### src/rtl/traffic_phase_ctl.sv
// N-phase traffic signal controller: one-hot GREEN/YELLOW/ALLRED/FLASH FSM with
// Tick-driven timers, demand-based phase skipping and rest-on-green.
module traffic_phase_ctl #(
    parameter int NUM_PHASES   = 4,
    parameter int CNT_W        = 8,
    parameter int GREEN_TICKS  = 20,
    parameter int YELLOW_TICKS = 3,
    parameter int ALLRED_TICKS = 1,
    parameter int PH_W         = $clog2(NUM_PHASES)
) (
    input  logic                  Clk,
    input  logic                  Reset,
    input  logic                  Tick,
    input  logic [NUM_PHASES-1:0] Req,
    input  logic                  Flash,
    output logic [NUM_PHASES-1:0] Red,
    output logic [NUM_PHASES-1:0] Yellow,
    output logic [NUM_PHASES-1:0] Green,
    output logic [PH_W-1:0]       Phase,
    output logic [3:0]            State_cnt,
    output logic                  Phase_start,
    output logic [CNT_W-1:0]      Remain
);

    localparam logic [3:0] S_GREEN  = 4'b0001;
    localparam logic [3:0] S_YELLOW = 4'b0010;
    localparam logic [3:0] S_ALLRED = 4'b0100;
    localparam logic [3:0] S_FLASH  = 4'b1000;

    localparam logic [CNT_W-1:0] T_G = CNT_W'(GREEN_TICKS - 1);
    localparam logic [CNT_W-1:0] T_Y = CNT_W'(YELLOW_TICKS - 1);
    localparam logic [CNT_W-1:0] T_A = CNT_W'(ALLRED_TICKS - 1);

    logic [3:0]            r_state, w_nstate;
    logic [PH_W-1:0]       r_phase, w_nphase, w_search, w_idx;
    logic [CNT_W-1:0]      r_timer, w_ntimer;
    logic                  r_tog, w_ntog, r_pstart, w_exp;
    logic [NUM_PHASES-1:0] w_ph_oh;

    assign w_exp   = Tick && (r_timer == '0);
    assign w_ph_oh = NUM_PHASES'(1) << r_phase;

    always_ff @(posedge Clk) begin
        if (Reset) begin
            r_state  <= S_ALLRED;
            r_phase  <= PH_W'(NUM_PHASES - 1);
            r_timer  <= T_A;
            r_tog    <= 1'b0;
            r_pstart <= 1'b0;
        end else begin
            r_state  <= w_nstate;
            r_phase  <= w_nphase;
            r_timer  <= w_ntimer;
            r_tog    <= w_ntog;
            r_pstart <= (w_nstate == S_GREEN) && (r_state != S_GREEN);
        end
    end

    // Round-robin from Phase+1; iterating farthest-first lets the nearest requester win.
    always_comb begin
        w_idx    = '0;
        w_search = PH_W'((int'(r_phase) + 1) % NUM_PHASES);
        for (int k = NUM_PHASES; k >= 1; k--) begin
            w_idx = PH_W'((int'(r_phase) + k) % NUM_PHASES);
            if (Req[w_idx]) w_search = w_idx;
        end
    end

    always_comb begin
        w_nstate = r_state;
        w_nphase = r_phase;
        w_ntog   = r_tog;
        w_ntimer = (Tick && r_timer != '0) ? r_timer - 1'b1 : r_timer;
        if (!(r_state inside {S_GREEN, S_YELLOW, S_ALLRED, S_FLASH})) begin
            w_nstate = S_ALLRED;
            w_ntimer = T_A;
        end else if (Flash && r_state != S_FLASH) begin
            w_nstate = S_FLASH;
            w_ntimer = '0;
            w_ntog   = 1'b0;
        end else begin
            case (r_state)
                S_GREEN: if (w_exp && |(Req & ~w_ph_oh)) begin
                    w_nstate = S_YELLOW;
                    w_ntimer = T_Y;
                end
                S_YELLOW: if (w_exp) begin
                    w_nstate = S_ALLRED;
                    w_ntimer = T_A;
                end
                S_ALLRED: if (w_exp) begin
                    w_nstate = S_GREEN;
                    w_ntimer = T_G;
                    w_nphase = w_search;
                end
                S_FLASH: if (!Flash) begin
                    w_nstate = S_ALLRED;
                    w_ntimer = T_A;
                end else if (Tick) begin
                    w_ntog = ~r_tog;
                end
                default: ;
            endcase
        end
    end

    always_comb begin
        Green  = '0;
        Yellow = '0;
        Red    = '1;
        case (r_state)
            S_GREEN:  begin Green  = w_ph_oh; Red = ~w_ph_oh; end
            S_YELLOW: begin Yellow = w_ph_oh; Red = ~w_ph_oh; end
            S_FLASH:  begin Yellow = {NUM_PHASES{r_tog}}; Red = '0; end
            default:  ;
        endcase
    end

    assign Phase       = r_phase;
    assign State_cnt   = r_state;
    assign Phase_start = r_pstart;
    assign Remain      = r_timer;

endmodule

### config.mk
export PLATFORM = sky130hd
export DESIGN_NAME = traffic_phase_ctl
export DESIGN_NICKNAME = d
export VERILOG_FILES = /design/src/rtl/traffic_phase_ctl.sv
export SDC_FILE = /design/constraint.sdc
export NUM_CORES = 1
export LEC_CHECK = 0
export ABC_AREA = 1
export CAP_MARGIN = 20
export CELL_PAD_IN_SITES_DETAIL_PLACEMENT = 1
export CELL_PAD_IN_SITES_GLOBAL_PLACEMENT = 1
export CORE_ASPECT_RATIO = 1.2
export CORE_UTILIZATION = 30
export DETAILED_ROUTE_END_ITERATION = 10
export GPL_TIMING_DRIVEN = 1
export PLACE_DENSITY = 0.73
export SYNTH_ARGS = -nofsm -noshare
export SYNTH_HDL_FRONTEND = slang
export SYNTH_SLANG_ARGS = --single-unit
### constraint.sdc
create_clock -name Clk -period 1.6 [get_ports Clk]
set_clock_uncertainty 0.15 [all_clocks]
set_input_delay 0.4 -clock Clk [delete_from_list [all_inputs] [get_ports Clk]]
set_output_delay 0.4 -clock Clk [all_outputs]
set_load 0.01 [all_outputs]
Word level (Yosys, flattened, before mapping)
Cells that the tools add are included.
{"block": "op_classes", "n_addsub": 5, "n_lt_le_gt_ge": 4, "n_eq_ne": 7, "shift": 1, "n_mux": 32, "n_bitwise": 5, "reduce_logical": 16}
{"op": "8-bit 2-to-1 mux", "count": 5}
{"op": "8-bit case mux with 4 select lines", "count": 1}
{"op": "4-bit 2-to-1 mux", "count": 7}
{"op": "4-bit case mux with 2 select lines", "count": 2}
{"op": "4-bit case mux with 4 select lines", "count": 1}
{"op": "2-bit by 3-bit < comparator with 1-bit output (second input constant)", "count": 4}
{"op": "1-bit binary-select mux with 2-bit select", "count": 4}
{"op": "4-bit by 1-bit == test with 1-bit output (second input constant)", "count": 2}
{"op": "8-bit logical NOT", "count": 1}
{"op": "1-bit 2-to-1 mux", "count": 8}
{"op": "2-bit 2-to-1 mux", "count": 4}
{"op": "4-bit AND reduction", "count": 2}
{"op": "8-bit nonzero test", "count": 1}
{"op": "8-bit by 1-bit subtractor with 8-bit output (second input constant)", "count": 1}
{"op": "2-bit nonzero test", "count": 3}
{"op": "1-bit logical AND", "count": 5}
{"op": "2-bit by 1-bit adder with 2-bit output (second input constant)", "count": 2}
{"op": "2-bit adder (second input constant)", "count": 2}
{"op": "4-bit AND", "count": 1}
{"op": "4-bit by 2-bit == test with 1-bit output (second input constant)", "count": 1}
{"op": "4-bit by 3-bit == test with 1-bit output (second input constant)", "count": 1}
{"op": "4-bit == test (second input constant)", "count": 1}
{"op": "4-bit by 1-bit != test with 1-bit output (second input constant)", "count": 1}
{"op": "4-bit != test (second input constant)", "count": 1}
{"op": "other kinds (7)", "count": 9}
{"block": "totals", "ff_bits": 16, "inputBits": 8, "output_inout_bits": 27, "elab_cells": 75}

Longest topological paths before layout
{"block": "depth", "depth_word": 11, "depth_mapped": 11, "ltp_nobuf": 10}

Worst setup path after synthesis
No wires, ideal clock.
{"block": "synth_timing", "path_type": "register to register", "from": "register r_phase[0], in the netlist Phase[0]", "to": "register r_timer[5], in the netlist Remain[5]", "setup_time_ps": 115, "arrival_ps": 1468, "t_required_ps": 1335, "slack_ps": -132, "path_stages_with_launch": 12, "path_buffers": 1, "period_less_slack_ps": 1732, "cell_sequence": "dfxtp_1 > buf_4 > inv_1 > ha_1 > inv_1 > nand2_1 > nand4_1 > nand3_2 > nand2_2 > nand3_2 > nand2_4 > nor2_2"}
{"block": "synth_between", "elab_chain_len": 7}
{"item": "start, declared", "line_no": "35", "rtl": "logic [PH_W-1:0] r_phase, w_nphase, w_search, w_idx;"}
{"item": "start signal, assigned", "line_no": "46", "rtl": "r_phase <= PH_W'(NUM_PHASES - 1);"}
{"item": "start signal, assigned", "line_no": "52", "rtl": "r_phase <= w_nphase;"}
{"item": "1-bit by 2-bit << shifter with 4-bit output", "line_no": "41", "rtl": "assign w_ph_oh = NUM_PHASES'(1) << r_phase;"}
{"item": "4-bit inverter", "line_no": "83", "rtl": "S_GREEN: if (w_exp && |(Req & ~w_ph_oh)) begin"}
{"item": "4-bit AND", "line_no": "83"}
{"item": "4-bit OR reduction", "line_no": "83"}
{"item": "1-bit logical AND", "line_no": "83"}
{"item": "8-bit 2-to-1 mux", "line_no": "83"}
{"item": "8-bit case mux with 4 select lines", "line_no": "82", "rtl": "case (r_state)"}
{"item": "end signal, assigned", "line_no": "53", "rtl": "r_timer <= w_ntimer;"}
{"item": "end, declared", "line_no": "36", "rtl": "logic [CNT_W-1:0] r_timer, w_ntimer;"}
Every way passes these cells.
A chain may end at the register's enable or synchronous reset.

Worst setup path after layout
{"block": "layout_timing", "from": "register r_state[3], in the netlist State_cnt[3]", "to": "output Red[3]"}
{"block": "layout_between", "elab_chain_len": 3, "elab_cells_between_ends": 5, "cone_classes": "eq/ne: 3; mux: 1; reduce/logical: 1"}
{"item": "start, declared", "line_no": "34", "rtl": "logic [3:0] r_state, w_nstate;"}
{"item": "start signal, assigned", "line_no": "51", "rtl": "r_state <= w_nstate;"}
{"item": "4-bit by 1-bit == test with 1-bit output / 4-bit by 2-bit == test with 1-bit output (equally long branches)", "line_no": "111", "rtl": "case (r_state)"}
{"item": "2-bit OR reduction (no source line)"}
{"item": "4-bit case mux with 2 select lines (*)", "line_no": "111"}
{"item": "end, declared", "line_no": "16", "rtl": "output logic [NUM_PHASES-1:0] Red,"}
Mark *: on every way between the ends. The rest lies on a longest branch, timed or not.

==> implementation parameters <==
Parameter                              Value

Run status
  Outcome    finished, violations left
  Violations in the final reports    negative setup slack

Setup path
  Crit. End Element    output port
  Max FO, Critical Path    5
  WP data required    1.05 ns
  Class of the most critical setup path    reg -> out
  CP Launch Type    flip-flop
  Arrival time at the worst endpoint    1.38 ns

Synthesis
  Part of the Yosys area used for sequential elements    24.2%
  Post-synthesis net count    214
  Synth top cells by count    sky130_fd_sc_hd__nand2_1 (45), sky130_fd_sc_hd__inv_1 (28), sky130_fd_sc_hd__nor2_1 (19)
  Post-synthesis instance area    1330 um^2
  Number of unique standard cell types used by synthesis    27
  Commonest register cell after synthesis    sky130_fd_sc_hd__dfxtp_1
  Syn Area/Cell    6.63 um^2
  Library cell with the largest summed area after synthesis    sky130_fd_sc_hd__dfxtp_1
  Proportion of synthesized flip-flops having asynchronous set or reset    0%
  Synth warn    0
  EDFF count, synth    0
  Most common cell in the netlist    sky130_fd_sc_hd__nand2_1
  Leading cell types by total area after synthesis    sky130_fd_sc_hd__dfxtp_1 (24%), sky130_fd_sc_hd__nand2_1 (13%), sky130_fd_sc_hd__inv_1 (7.9%)
  Fraction of synthesized cell area taken by the top area cell type    24.2%
  Flip-flop and latch count after synthesis    16
  Cell count after synthesis    200

Power
  Power per cell area    1160 nW/um^2
  Maximum VDD drop    0.564 mV
  Switching share of power    46.4%
  Total power draw    2.93 mW
  Net Switching    1.36 mW
  Sequential fraction of design power    19.3%
  Share of total power in the clock network    13.1%
  Design internal power    1.57 mW
  Part of the total power dissipated in combinational logic    67.5%
  Lkg Pwr    1.26 nW

Timing
  Slew at the pin with the worst max-slew slack    0.479 ns
  Setup violations, final    28
  Fin worst setup slack    -0.327 ns
  Worst rel slew slack    67.8%
  Max-slew violation total from the final report    0
  Fin crit period    1.93 ns
  Period utilization    120%
  Fmax    0.519 GHz
  Final-layout worst hold slack    0.421 ns
  Setup repair after global routing missed its margin    yes
  Final count of hold timing violations    0

Place
  HPWL reported at the end of detailed placement    3400 um
  Weighted congestion at the end of routability-driven global placement    0.766
  Number of placed instances with taps included    329
  Number of buffer cells added on primary ports    34

Finish
  Non-filler cells in the finished layout    354
  Area growth, synth to finish    91.1%
  Antenna cell count    0
  Final-stage net count    313
  Share of layout cells above drive strength 1    59.4%

Routing
  Routed via count divided by cell count    4.91
  Drt initial violations    40
  Total Wirelength    5980 um
  Vias after detailed routing    1739
  DRT antenna net count    0
  DR DRC count    0
  Number of detailed-routing iterations run before antenna repair    4
  Wire length per cell after detailed routing    16.9 um

CTS
  Clock latency reported for the late side of the worst-skew pair    0.26 ns
  Number of sinks on the clock net    16
  Clock input transition at the sequential cells of the worst setup and hold paths    0.07 ns
  CTS root buf    sky130_fd_sc_hd__clkbuf_8
  H-tree depth    1
  Clock tree from TritonCTS    yes
  Clock buffer depth    2
  Number of buffers created by CTS    3

Global route
  Grt ovf    0
  Overall routing resource usage    21.7%
  Pin count of the biggest net entering global routing    12
  Via count of the first global-routing pass    1700
  Number of antenna violations at the first check in global routing    0
  Wire length of the first global-routing pass    7980 um

Floorplanning
  Number of cell rows    26
  Initial Util    31.1%
  Count of boundary I/O pins    35
  Placeable core region    4260 um^2
  Die Outline Area    4690 um^2
  Die span in x    62.7 um
  Die H    74.8 um

Min path
  Kind of path behind the tightest hold check    reg -> reg

Job
  Number of maximum-capacitance constraint violations    0
==> kinds of logic (layout without fill, tap and decap cells) <==
| kind of cell | after synthesis | in the layout | synth area share, % |
|---|---|---|---|
| AO/OA/AOI/OAI | 30 | 30 | 12.2 |
| flip-flops | 16 | 16 | 24.2 |
| AND/OR/NAND/NOR | 110 | 110 | 44.7 |
| buffers and inverters | 33 | 131 | 10.0 |
| XOR/XNOR | 5 | 5 | 3.30 |
| adder cells (fa/ha/maj) | 6 | 6 | 5.66 |
==> timing repair <==
| action | CTS | global route |
|---|---|---|
| gates resized for setup | 157 | 41 |
| hold buffers | 0 | 0 |
| setup buffers | 12 | 11 |
| setup endpoints to repair | 43 | 30 |
| pin swaps | 22 | 16 |
| gates cloned | 0 | 0 |
==> final timing paths <==
path | slack, ns | depth (start not counted) | startpoint | to
max | -0.33 | 6 | State_cnt[3] | Red[3]
min | 0.42 | 2 | Phase[0] | Phase[0]
max reg2reg | -0.27 | 11 | State_cnt[3] | Remain[4]
min reg2reg | 0.42 | 2 | Phase[0] | Phase[0]
==> power groups by stage <==
stage	Combinational, mW	Sequential [mW]	Clock [mW]
floorplan	0.855	0.550	0
global placement	1.44	0.532	0
detailed placement	1.47	0.535	0
CTS	1.71	0.557	0.380
global route	2.12	0.575	0.402
finish	1.98	0.567	0.385
==> routing by layer <==
layer  vias to the layer above  share of wire, %  global-route usage [%]
met2                        28                54                    42.8
met5                         -                 0                       0
met1                       859                42                    25.5
li1                        836                 -                       -
met3                        16               1.1                    2.12
met4                         0               2.3                    4.91
==> worst max-delay path: stages (launching register included) <==
cell and delay, ns:
sky130_fd_sc_hd__dfxtp_4 0.36, sky130_fd_sc_hd__nor2_4 0.16, sky130_fd_sc_hd__nand3_4 0.13, sky130_fd_sc_hd__nand2_2 0.10, sky130_fd_sc_hd__inv_2 0.07, sky130_fd_sc_hd__o21ai_2 0.14
sky130_fd_sc_hd__buf_2 0.16
==> flip-flops by register name (all words and copies together), names as in the netlist <==
signal / cells
Remain: 8
State_cnt: 4
Phase: 2
Phase_start: 1
r_tog: 1
==> stage by stage <==
stage,area (um^2),util [%],setup WS (ns),setup TNS (ns)
global route,2530,59.5,-0.374,-8.60
floorplan,1350,-,-0.0473,-0.189
global placement,2040,48.0,-0.479,-8.92
CTS,2320,54.4,-0.280,-4.39
detailed placement,2040,48.0,-0.537,-9.34
finish,2530,59.5,-0.327,-6.79
==> layout make-up <==
| class | instances | area, um^2 |
|---|---|---|
| Clock buffer | 4 | 55.1 |
| Fill cell | 532 | 1730 |
| Inverter | 32 | 148 |
| Multi-Input combinational cell | 151 | 1140 |
| Sequential cell | 16 | 352 |
| Tap cell | 56 | 70.1 |
| Timing Repair Buffer | 95 | 774 |
==> layout by cell type (no fill, tap or decap), types with 5 or more instances in the layout <==
master                          instances
sky130_fd_sc_hd__nand3_1               11
sky130_fd_sc_hd__buf_4                 52
sky130_fd_sc_hd__nor2_1                12
sky130_fd_sc_hd__inv_4                  6
sky130_fd_sc_hd__nand2_2               12
sky130_fd_sc_hd__dfxtp_2                7
sky130_fd_sc_hd__ha_4                   5
sky130_fd_sc_hd__o21ai_2               10
sky130_fd_sc_hd__nor2_4                14
sky130_fd_sc_hd__o21ai_1                5
sky130_fd_sc_hd__inv_2                  8
sky130_fd_sc_hd__nand2_1               33
sky130_fd_sc_hd__nand2_4                6
sky130_fd_sc_hd__dfxtp_4                6
sky130_fd_sc_hd__buf_2                 11
sky130_fd_sc_hd__buf_6                 11
sky130_fd_sc_hd__o21ai_0                6
sky130_fd_sc_hd__nor2_2                 8
sky130_fd_sc_hd__inv_1                 16
sky130_fd_sc_hd__dlygate4sd2_1         16
No activity file was read; power rests on OpenSTA's default activity.
